`src/rtl/drum_strike_detector.sv`:
```
// Drum strike detector: turns a downward gyro-Y swing plus its impact deceleration into one hit event.
// Optional input smoothing (two-sample average of gyro_y) is enabled by defining STRIKE_SMOOTH_EN.
module drum_strike_detector #(
    parameter int SWING_THRESH      = 2000,
    parameter int RELEASE_THRESH    = 500,
    parameter int VEL_SHIFT         = 7,
    parameter int HOLDOFF_CYCLES    = 300000,
    parameter int MAX_SWING_SAMPLES = 200,
    parameter int ZONE_THRESH       = 4096
) (
    input  logic               clk,
    input  logic               rst,
    input  logic               gyro_valid,
    input  logic signed [15:0] gyro_y,
    input  logic               quat_valid,
    input  logic signed [15:0] quat_z,
    output logic               hit_valid,
    output logic [6:0]         hit_velocity,
    output logic [1:0]         hit_zone,
    output logic               swing_active,
    output logic [1:0]         zone_now
);

    localparam int HO_W = ($clog2(HOLDOFF_CYCLES) < 19) ? 19 : $clog2(HOLDOFF_CYCLES);
    localparam int SC_W = $clog2(MAX_SWING_SAMPLES + 1);

    localparam logic [15:0]        SWING_T   = 16'(SWING_THRESH);
    localparam logic [15:0]        RELEASE_T = 16'(RELEASE_THRESH);
    localparam logic [SC_W-1:0]    MAX_SAMP  = SC_W'(MAX_SWING_SAMPLES);
    localparam logic [HO_W-1:0]    HOLD_LAST = HO_W'(HOLDOFF_CYCLES - 1);
    localparam logic signed [15:0] ZONE_HI   = 16'(ZONE_THRESH);
    localparam logic signed [15:0] ZONE_LO   = -ZONE_HI;

    typedef enum logic [1:0] {IDLE, SWING, HOLDOFF} state_t;

    state_t             state;
    logic signed [15:0] quat_z_q;
    logic [15:0]        peak;
    logic [SC_W-1:0]    sample_cnt;
    logic [HO_W-1:0]    holdoff_cnt;

    logic signed [16:0] y_f;
    logic signed [16:0] neg_y;
    logic [15:0]        mag;
    logic [15:0]        peak_shifted;
    logic [6:0]         vel_c;
    logic [1:0]         zone_c;

`ifdef STRIKE_SMOOTH_EN
    logic signed [15:0] prev_gyro_y;
    logic signed [16:0] sum_y;

    assign sum_y = {gyro_y[15], gyro_y} + {prev_gyro_y[15], prev_gyro_y};
    assign y_f   = sum_y >>> 1;

    always_ff @(posedge clk or posedge rst) begin
        if (rst)
            prev_gyro_y <= '0;
        else if (gyro_valid)
            prev_gyro_y <= gyro_y;
    end
`else
    assign y_f = {gyro_y[15], gyro_y};
`endif

    // Downward magnitude; the single unrepresentable negation (-32768) saturates.
    always_comb begin
        neg_y = -y_f;
        mag   = 16'd0;
        if (y_f[16])
            mag = (y_f == -17'sd32768) ? 16'h7FFF : neg_y[15:0];
    end

    always_comb begin
        peak_shifted = peak >> VEL_SHIFT;
        if (peak_shifted > 16'd127)
            vel_c = 7'd127;
        else if (peak_shifted == 16'd0)
            vel_c = 7'd1;
        else
            vel_c = peak_shifted[6:0];
    end

    always_comb begin
        if (quat_z_q < ZONE_LO)
            zone_c = 2'd0;
        else if (quat_z_q > ZONE_HI)
            zone_c = 2'd2;
        else
            zone_c = 2'd1;
    end

    assign zone_now = zone_c;

    always_ff @(posedge clk or posedge rst) begin
        if (rst)
            quat_z_q <= '0;
        else if (quat_valid)
            quat_z_q <= quat_z;
    end

    // hit_zone samples zone_c before this edge, so a quaternion arriving with the release sample only affects later hits.
    always_ff @(posedge clk or posedge rst) begin
        if (rst) begin
            state        <= IDLE;
            peak         <= '0;
            sample_cnt   <= '0;
            holdoff_cnt  <= '0;
            hit_valid    <= 1'b0;
            hit_velocity <= '0;
            hit_zone     <= 2'd1;
            swing_active <= 1'b0;
        end else begin
            hit_valid <= 1'b0;
            case (state)
                IDLE: begin
                    if (gyro_valid && mag >= SWING_T) begin
                        state        <= SWING;
                        peak         <= mag;
                        sample_cnt   <= SC_W'(1);
                        swing_active <= 1'b1;
                    end
                end
                SWING: begin
                    if (gyro_valid) begin
                        if (mag < RELEASE_T) begin
                            state        <= HOLDOFF;
                            holdoff_cnt  <= '0;
                            hit_valid    <= 1'b1;
                            hit_velocity <= vel_c;
                            hit_zone     <= zone_c;
                            swing_active <= 1'b0;
                        end else if (sample_cnt == MAX_SAMP) begin
                            state        <= IDLE;
                            peak         <= '0;
                            sample_cnt   <= '0;
                            swing_active <= 1'b0;
                        end else begin
                            if (mag > peak)
                                peak <= mag;
                            sample_cnt <= sample_cnt + SC_W'(1);
                        end
                    end
                end
                HOLDOFF: begin
                    if (holdoff_cnt == HOLD_LAST) begin
                        state       <= IDLE;
                        holdoff_cnt <= '0;
                        peak        <= '0;
                        sample_cnt  <= '0;
                    end else begin
                        holdoff_cnt <= holdoff_cnt + HO_W'(1);
                    end
                end
                default: begin
                    state        <= IDLE;
                    swing_active <= 1'b0;
                end
            endcase
        end
    end

endmodule

```
`config.mk`:
```
export PLATFORM = sky130hd
export DESIGN_NAME = drum_strike_detector
export DESIGN_NICKNAME = d
export VERILOG_FILES = /design/src/rtl/drum_strike_detector.sv
export SDC_FILE = /design/constraint.sdc
export NUM_CORES = 1
export LEC_CHECK = 0
export CORE_ASPECT_RATIO = 0.9
export CORE_UTILIZATION = 40
export DETAILED_ROUTE_END_ITERATION = 7
export PLACE_DENSITY = 0.71
export SKIP_CTS_REPAIR_TIMING = 1
export SYNTH_ARGS = -nofsm -noshare
export SYNTH_HDL_FRONTEND = slang
export SYNTH_SLANG_ARGS = --single-unit
```
`constraint.sdc`:
```
create_clock -name clk -period 5.5 [get_ports clk]
set_clock_uncertainty 0.15 [all_clocks]
set_input_delay 1.1 -clock clk [delete_from_list [all_inputs] [get_ports clk]]
set_output_delay 1.1 -clock clk [all_outputs]
set_load 0.1 [all_outputs]
```
==> Implementation_results.wiki, run 1 <==
{| class="wikitable"
! Metric !! Value
|-
| Status || completed
|-
| Vias per std cell || 5.624
|-
| Final routed DRC violation total || 0
|-
| Total number of placement rows || 36
|-
| Clock Pin Slew Worst Setup and Hold Paths || around 0.060 ns
|-
| Kind of capture point of the worst setup path || flop
|-
| Sequence of cells on the critical path || clkdlybuf4s50_1 > inv_1 > ha_1 > or4b_1 > buf_4 > nor4_4 > buf_4 > a21oi_1 > nor2_1 > ha_1 > and3_1 > a221oi_1 > o21ai_0 > a41o_1 > and3_2 > mux2_1
|-
| Clock network power share || 0.237
|-
| Total net switching power || between 1000 and 1500 uW
|-
| Skew-Pair Late Insertion Delay || 0.33 ns
|-
| Post-Syn Nets || 545
|-
| X dimension of the die || roughly 120 um
|-
| Type of the tightest min-delay check || reg2reg
|-
| Share of Yosys cell area claimed by the top area cell type || 0.3831
|-
| CTS tree || built
|-
| Mean cell area of the mapped netlist || 9.524 sq um
|-
| Max-cap check violation count || 0
|-
| Measured slew at the worst slew-check pin || a little over 1 ns
|-
| Timing-limited maximum frequency || 0.1960 GHz
|-
| RSZ-0062 raised after global routing || false
|-
| Max Fanout on Critical Path || 16
|-
| Fraction of the yosys area taken by sequential cells || 0.3887
|-
| Area of the core region || 0.01104 sq mm
|-
| Buffers added on ports || 48
|-
| Number of nets in the layout || roughly 600
|-
| TritonCTS sink count || 72
|-
| Io pins || 49
|-
| Final critical path time including I/O delays and setup || 5.103 ns
|-
| GP Congestion || roughly 0.9
|-
| Antenna violations before repair || 0
|-
| Kind of launch point of the worst setup path || primary input
|-
| Post-synthesis cell type with the largest combined area || sky130_fd_sc_hd__dfrtp_1
|-
| Internal Power || around 1300 uW
|-
| Commonest cells post-synth || sky130_fd_sc_hd__dfrtp_1 (71), sky130_fd_sc_hd__inv_1 (32), sky130_fd_sc_hd__nor2_1 (31)
|-
| Post-synthesis instance area || 0.004638 sq mm
|-
| Final Setup Violations || 0
|-
| TNS Setup || 0 ns
|-
| Initial core utilization || 0.4203
|-
| Inst Count DP || slightly below 700
|-
| Via count of the first global-routing pass || 3812
|-
| Post-layout instance count excluding filler cells || slightly above 700
|-
| Setup slack of the most critical reg-to-reg path || 1.87 ns
|-
| Combinational group share of total power || 0.467
|-
| Share of final-layout standard cells stronger than drive strength 1 || 0.1356
|-
| Die extent in y || between 100 and 150 um
|-
| Number of antenna cells inserted || 0
|-
| Final Hold Violating Endpoints || 0
|-
| Switching power share of the total || 0.4400
|-
| Power per unit of standard cell area || approximately 420 mW/mm^2
|-
| Filler cell count in the final layout || 1016
|-
| Detailed Route WL || 10630 um
|-
| Worst vdd rail ir drop || around 0.21 mV
|-
| Required time reported for the critical path endpoint || 5.56 ns
|-
| CTS HTree Levels || 3
|-
| Number of nets with antenna violations after routing || 0
|-
| Via total after detailed routing || approximately 4000
|-
| Library cell used as clock root buffer || sky130_fd_sc_hd__clkbuf_16
|-
| Instance area after placement || 0.005368 sq mm
|-
| Static power due to leakage || 0.002406 uW
|-
| #FFs+latches synth || 72
|-
| Die outline area || around 0.012 sq mm
|-
| Post-detailed-placement half-perimeter wirelength || 7830 um
|-
| Top cells by area, synth || sky130_fd_sc_hd__dfrtp_1 (38%), sky130_fd_sc_hd__ha_1 (5.9%), sky130_fd_sc_hd__mux2_2 (4.6%)
|-
| Relative contribution of sequential cells to total power || 0.296
|-
| Gate count after technology mapping || 487
|-
| Worst slack on hold paths || 0.3420 ns
|-
| Library cell with the highest instance count after synthesis || sky130_fd_sc_hd__dfrtp_1
|-
| Largest net degree at the start of global routing || ~40
|-
| Library cell contributing the largest single delay on the critical path || sky130_fd_sc_hd__or4b_1
|-
| First-pass DRT Iterations || 4
|-
| DRT iter0 DRCs || 290
|-
| Design Area, Final || 0.005655 sq mm
|-
| Most used flip-flop cell after synthesis || sky130_fd_sc_hd__dfrtp_1
|-
| Max Transition Viols Final || 0
|-
| Delay of the slowest cell on the worst path || 0.63 ns
|-
| EDFF count, synth || 0
|-
| Maximum clock insertion buffer count || 2
|-
| Area growth, synth to finish || 21.93%
|-
| Cts bufs inserted || 9
|-
| Grt total ovfl || 0
|-
| Post-route clock period utilization || 0.9278
|-
| Data arrival at the endpoint of the critical path || 5.16 ns
|-
| Critical path start-end classification || in2reg
|-
| Total global routing track utilization || 0.1863
|-
| YS warnings || 0
|-
| Unique masters post-synth || 71
|-
| Remaining max-slew budget at the tightest pin || 0.3276
|-
| Wire length of the first global-routing pass || about 18000 um
|-
| Post-detailed-route wirelength per cell || approximately 15 um
|-
| Fraction of registers with async set/reset || 1.000
|-
| Final Core Density || 0.5125
|}
==> worst max-delay path: cells and delay by family <==
kind            cells  cell delay, ns
compound gates      4            0.75
fa+ha+maj           2            0.41
buf+inv             4            0.94
mux                 1            0.36
simple gates        5            1.58
==> area by class of cell <==
cell class	count	area, sq um	area share
Timing Repair Buffer	72	660.6	0.1168
Tap cell	152	190.2	0.03363
Inverter	35	131.4	0.02323
Clock inverter	7	61.31	0.01084
Clock buffer	9	225.2	0.03982
Multi-Input combinational cell	358	2584	0.4569
Sequential cell	72	1803	0.3188
==> power groups by stage <==
stage	clock network [uW]	logic (uW)	registers [uW]
floorplan	0	595	941
global placement	0	1060	698
detailed placement	0	1090	704
CTS	568	1100	695
global route	597	1190	708
finish	557	1100	695
==> registers in the layout, summed over array words and instances, names as in the netlist <==
| register | cells |
|---|---|
| peak | 16 |
| hit_velocity | 7 |
| sample_cnt | 8 |
| state | 2 |
| holdoff_cnt | 19 |
| swing_active | 1 |
| hit_zone | 2 |
| hit_valid | 1 |
| quat_z_q | 16 |
==> cells by family after synthesis <==
group,count (synthesis),share of synthesized area
and+or+nand+nor,172,0.2072
adders and majority gates,23,0.06150
muxes,41,0.09873
xor gates and xnor gates,4,0.007553
buffers and inverters,57,0.05449
AOI/OAI and AO/OA,118,0.1818
DFF,72,0.3887
==> stage by stage <==
step | total power (uW) | setup WS, ns
after global routing | 2494 | 0.1708
after CTS | 2363 | 0.2565
after floorplan | 1536 | 0.4835
after global placement | 1762 | 0.07577
after detailed placement | 1798 | -0.05646
final | 2352 | 0.3969
==> metal layers <==
metal,routed length (um),track usage,part of all wire
met3,470,0.03205,0.044
met1,4995,0.2605,0.47
met5,0,0,0
met4,132,0.05195,0.012
met2,5027,0.2938,0.47
==> placed cells by master (no fill, tap or decap), drive strengths merged, types with 4 or more instances in the layout <==
cell,Yosys,routed
a21oi,10,10
a31o,7,7
a31oi,12,12
and2,6,6
and3,10,10
buf,12,24
clkbuf,10,9
clkdlybuf4s50,0,48
dfrtp,71,71
ha,22,22
inv,33,37
mux2,35,35
mux2i,6,6
nand2,28,28
nand2b,12,12
nand3,24,24
nand4,7,7
nor2,31,31
nor2b,6,6
nor3,11,11
nor4,10,10
o211ai,4,4
o21ai,42,42
o31ai,13,13
o41ai,5,5
or3,9,9
or4,5,5
or4b,4,4
xnor2,4,4
==> path summary, 6_finish.rpt <==
kind                                 start           to  cells past startpoint
hold / removal                     peak[8]      peak[8]                      1
setup / recovery                 gyro_y[1]      peak[6]                     16
max in group asynchronous              rst  hit_zone[0]                      3
min in group asynchronous              rst  quat_z_q[2]                      2
setup reg to reg           holdoff_cnt[13]      peak[6]                      8
hold reg to reg                    peak[8]      peak[8]                      1
(Power assumes the default switching activity.)
==> run 2, diff against run 1 <==
- PLACE_DENSITY: 0.71 -> 0.73
- clock period: 5.5 -> 4.6 ns (I/O delays scaled with it)
==> Implementation_results.wiki, run 2 (synthesis gave the netlist of run 1 again) <==
{| class="wikitable"
! Metric !! Value
|-
| Status || completed
|-
| Internal Power || 1730 uW (+31%)
|-
| Data arrival at the endpoint of the critical path || 4.56 ns (-0.60 ns)
|-
| Share of final-layout standard cells stronger than drive strength 1 || 0.2234 (+0.08773)
|-
| Kind of capture point of the worst setup path || flop
|-
| Worst vdd rail ir drop || 0.2636 mV (+27%)
|-
| Post-route clock period utilization || 0.9774
|-
| Via total after detailed routing || 4113 (+3.7%)
|-
| DRT iter0 DRCs || 339 (+17%)
|-
| Crit path buffers/inverters || 3 (-1)
|-
| X dimension of the die || 115.5 um (unchanged)
|-
| Wire length of the first global-routing pass || 18620 um (+2.6%)
|-
| Delay of the slowest cell on the worst path || 0.45 ns (-0.18 ns)
|-
| Io pins || 49 (unchanged)
|-
| Clock Pin Slew Worst Setup and Hold Paths || 0.06 ns (about the same)
|-
| Switching power share of the total || 0.4219 (-0.01805)
|-
| Final Hold Violating Endpoints || 0 (unchanged)
|-
| Die extent in y || 104.2 um (unchanged)
|-
| Detailed Route WL || 11270 um (+6.1%)
|-
| Sequence of cells on the critical path || clkdlybuf4s50_1 > or3_4 > or3_4 > or3_4 > and3_4 > or2_4 > ha_4 > nand4_1 > nor2_2 > a311oi_1 > o211ai_1 > a41o_1 > and3_4 > buf_8 > buf_4 > a31o_1
|-
| Antenna violations before repair || 0 (unchanged)
|-
| Cell type with the highest occurrence count on the critical path || sky130_fd_sc_hd__or3_4
|-
| Final critical path time including I/O delays and setup || about 4.5 ns
|-
| Timing-limited maximum frequency || roughly 0.22 GHz
|-
| CTS tree || built
|-
| Relative contribution of sequential cells to total power || 0.279 (-0.017)
|-
| Power per unit of standard cell area || 493.4 mW/mm^2 (+19%)
|-
| Max-cap check violation count || 0 (unchanged)
|-
| Kind of launch point of the worst setup path || primary input
|-
| Critical Path Source || gyro_y[2]
|-
| Library cell used as clock root buffer || sky130_fd_sc_hd__clkbuf_16
|-
| Area growth, synth to finish || 30.81%
|-
| Top reg by flops || holdoff_cnt
|-
| Commonest non-fill, non-tap cell in the layout || sky130_fd_sc_hd__dfrtp_1
|-
| Maximum clock insertion buffer count || 2 (unchanged)
|-
| Die outline area || 0.01203 sq mm (unchanged)
|-
| Grt total ovfl || 0 (unchanged)
|-
| Skew-Pair Late Insertion Delay || 0.33 ns (about the same)
|-
| Vias per std cell || 5.536 (-1.6%)
|-
| Final Setup Violations || 0 (unchanged)
|-
| Worst reg2reg startpoint || holdoff_cnt[13]
|-
| Combinational group share of total power || 0.484 (+0.017)
|-
| Gate family responsible for the most delay along the worst path || simple AND/OR/NAND/NOR gates
|-
| Total net switching power || 1263 uW (+22%)
|-
| Post-detailed-placement half-perimeter wirelength || 8286 um (+5.8%)
|-
| Initial core utilization || 0.4203 (unchanged)
|-
| GP Congestion || 0.8944 (+1.7%)
|-
| Final Core Density || 0.5498 (+0.03730)
|-
| Static power due to leakage || 0.002665 uW (+11%)
|-
| Largest registers in the final layout || holdoff_cnt (19), peak (16), quat_z_q (16)
|-
| Cts bufs inserted || 9 (unchanged)
|-
| Required time reported for the critical path endpoint || 4.67 ns (-0.89 ns)
|-
| Hold wc startpoint || hit_velocity[2]
|-
| Total global routing track utilization || 0.1919 (+0.005594)
|-
| Inst Count DP || 725 (+5.2%)
|-
| Post-layout instance count excluding filler cells || 743 (+5.4%)
|-
| TNS Setup || 0 ns (unchanged)
|-
| Area of the core region || 0.01104 sq mm (unchanged)
|-
| Critical path start-end classification || in2reg
|-
| Measured slew at the worst slew-check pin || 1.019 ns (+0.01395 ns)
|-
| Buffers added on ports || 48 (unchanged)
|-
| Library cell contributing the largest single delay on the critical path || sky130_fd_sc_hd__clkdlybuf4s50_1
|-
| Max Transition Viols Final || 0 (unchanged)
|-
| Remaining max-slew budget at the tightest pin || 0.3182 (-0.009328)
|-
| Number of nets in the layout || 644 (+6.3%)
|-
| Most frequent cells in the layout || sky130_fd_sc_hd__dfrtp_1 (71), sky130_fd_sc_hd__buf_4 (61), sky130_fd_sc_hd__clkdlybuf4s50_1 (43)
|-
| Via count of the first global-routing pass || 3986 (+4.6%)
|-
| Largest net degree at the start of global routing || 45 (+9.8%)
|-
| CTS HTree Levels || 3 (unchanged)
|-
| Max Fanout on Critical Path || 6 (-10)
|-
| Post-detailed-route wirelength per cell || 15.17 um (+0.63%)
|-
| Clock network power share || 0.237 (about the same)
|-
| Type of the tightest min-delay check || reg2reg
|-
| Number of antenna cells inserted || 0 (unchanged)
|-
| RSZ-0062 raised after global routing || false
|-
| Number of nets with antenna violations after routing || 0 (unchanged)
|-
| First-pass DRT Iterations || 5 (+1)
|-
| TritonCTS sink count || 72 (unchanged)
|-
| Final routed DRC violation total || 0 (unchanged)
|-
| Total number of placement rows || 36 (unchanged)
|-
| Max FFs per register || 19 (unchanged)
|}
## run 2: routing by layer
metal / GRT usage / part of all wire
met5: 0 / 0
met4: 0.04545 / 0.0095
met3: 0.03497 / 0.039
met2: 0.3097 / 0.48
met1: 0.2641 / 0.47
## run 2: worst paths after layout
path | to | slack (ns) | cells after the start
max in group asynchronous | hit_zone[0] | 2.49 | 3
min in group asynchronous | holdoff_cnt[14] | 0.83 | 2
setup reg to reg | peak[0] | 1.09 | 9
hold reg to reg | hit_velocity[2] | 0.34 | 1
setup / recovery | peak[1] | 0.10 | 16
hold / removal | hit_velocity[2] | 0.34 | 1
## run 2: worst register-to-register path: cells and delay by family, from the launching register on
| family | cells | cell delay, ns |
|---|---|---|
| flip-flops | 1 | 0.48 |
| AND/OR/NAND/NOR | 4 | 1.73 |
| AO/OA/AOI/OAI | 2 | 0.48 |
| multiplexers | 1 | 0.31 |
| buffers and inverters | 2 | 0.24 |
## run 2: power by group through the flow
stage	clock [uW]	sequential (uW)	combinational, uW
after detailed placement	0	841	1350
after global placement	0	834	1320
after CTS	716	832	1360
after global routing	750	847	1560
after floorplan	0	1120	719
final	710	834	1450
## run 2: layout make-up
class	count	area [sq um]
inverters	35	131.4
clock inverters	7	80.08
multi-input cells	358	2673
clock buffers	9	225.2
flip-flops and latches	72	1803
fillers	923	4969
repair buffers	110	964.7
well taps	152	190.2
## run 2: per-stage QoR
stage / setup WS [ns] / cell area, sq um / power, uW / hold WS [ns]
2_1_floorplan: -0.07708 / 4681 / 1844 / 0.2981
3_3_place_gp: -0.3091 / 5662 / 2156 / 0.3200
3_5_place_dp: -0.3719 / 5662 / 2195 / 0.3242
6_report: 0.1042 / 6067 / 2993 / 0.3367
5_1_grt: 0.003671 / 6067 / 3156 / 0.3500
4_1_cts: -0.03874 / 5967 / 2914 / 0.3384
==> variant (config.mk and constraints of run 2) <==
Encoding of `state_t`: now one-hot (3 bits for 3 states).
--- a/src/rtl/drum_strike_detector.sv
+++ b/src/rtl/drum_strike_detector.sv
@@ -33,3 +33,3 @@
 
-    typedef enum logic [1:0] {IDLE, SWING, HOLDOFF} state_t;
+    typedef enum logic [2:0] {IDLE = 3'b001, SWING = 3'b010, HOLDOFF = 3'b100} state_t;
 
Behaviour: same outputs for any inputs over 4 cycles, from zero or initial values and one cycle with rst high; so few cycles prove little.
==> variant against run 2 <==
Power grew 8.1%. Routed wire length grew 1.6%. Final cell count shrank 0.67%. Die area shrank 2.5%. Synthesized cell count grew 1.2%. Critical endpoint is now peak[0]$_DFFE_PP0P_. Area after synthesis shrank 2.5%. Combinational power shrank 3%. Sequential cell count grew 1. Design area shrank 2.9%. Worst setup slack lost 0.060 ns. First-iteration DRC count shrank 23%. Clock power grew 8.7%.
==> variant: results <==
export IMPL_power_switching_mw=1.32
export IMPL_grt_total_usage=0.205
export IMPL_dp_slack_ns=-0.358
export IMPL_drive_gt1_frac=0.201
export IMPL_hold_depth=2
export IMPL_syn_nets=548
export IMPL_grt_pass1_wl_mm=19.0
export IMPL_ir_drop_uv=353
export IMPL_grt_use_met3=0.0423
export IMPL_place_hpwl_mm=8.39
export IMPL_use_met2=0.355
export IMPL_synth_area_per_cell_um2=9.17
export IMPL_nFillCells=982
export IMPL_r2r_start="holdoff_cnt[0]$_DFFE_PP0P_"
export IMPL_crit_slowest_cell="or4_1"
export IMPL_nets=636
export IMPL_vias=4104
export IMPL_hp_start="hit_velocity[3]$_DFFE_PP0P_"
export IMPL_synth_area_leaders="dfrtp_1 (39%), mux2_2 (5.5%), ha_1 (5.3%)"
export IMPL_wl_met3_um=629
export IMPL_grt_pass1_vias=4040
export IMPL_drt_met1_wl_mm=5.17
export IMPL_synth_commonest_cells="dfrtp_1 (71), nand2_1 (48), o21ai_0 (38), nor2_1 (30), inv_1 (27)"
export IMPL_cp_max_fo=5
export IMPL_synth_cell_types=60
export IMPL_ys_seq_area_frac=0.405
export IMPL_dp_cells=716
export IMPL_placed_area_um2=5440
export IMPL_cp_data_arrival_time_ns=4.61
export IMPL_outcome="finished, final reports clean"
export IMPL_final_cells=738
[variant: cell count changes after synthesis, moves of 9 or more]
cell,before,now
o21ai_1,25,1
o21ai_0,17,38
nand2_1,28,48
mux2_1,15,0
a21oi_1,10,23
clkbuf_1,10,22
o31ai_1,13,3
mux2i_1,6,15
nand2b_1,12,3
[variant: worst max-delay path by stage]
stage / from / end / slack (ns)
6_report: gyro_y[11] / peak[0]$_DFFE_PP0P_ / 0.04
5_1_grt: gyro_y[10] / peak[0]$_DFFE_PP0P_ / -0.01
4_1_cts: gyro_y[1] / peak[2]$_DFFE_PP0P_ / -0.06
3_5_place_dp: gyro_y[1] / peak[2]$_DFFE_PP0P_ / -0.36
3_3_place_gp: gyro_y[0] / peak[3]$_DFFE_PP0P_ / -0.13
2_1_floorplan: gyro_y[2] / peak[10]$_DFFE_PP0P_ / 0.29
[variant: layout make-up]
cell class,count,area share
Multi-Input combinational cell,367,0.430
Sequential cell,73,0.311
Timing Repair Buffer,103,0.153
Clock buffer,14,0.0465
Tap cell,152,0.0323
Inverter,27,0.0172
Clock inverter,2,0.0102
[variant: logic make-up after synthesis]
kind of cell	after synthesis	share of synthesized area
flops	73	0.405
simple gates	181	0.216
fa+ha+maj	20	0.0548
mux	37	0.0880
compound gates	123	0.178
xor+xnor	6	0.0116
buf+inv	53	0.0476
[variant: power groups by stage]
stage | clock [mW] | combinational, mW | sequential, mW
2_1_floorplan | 0 | 0.728 | 1.29
3_3_place_gp | 0 | 1.29 | 1.04
3_5_place_dp | 0 | 1.34 | 1.05
4_1_cts | 0.781 | 1.35 | 1.05
5_1_grt | 0.807 | 1.53 | 1.08
6_report | 0.772 | 1.41 | 1.05
[variant: worst min-delay path, stage by stage (launching register included)]
cell and delay (ns):
dfrtp_1 0.34, nand2_1 0.05, o21ai_0 0.06
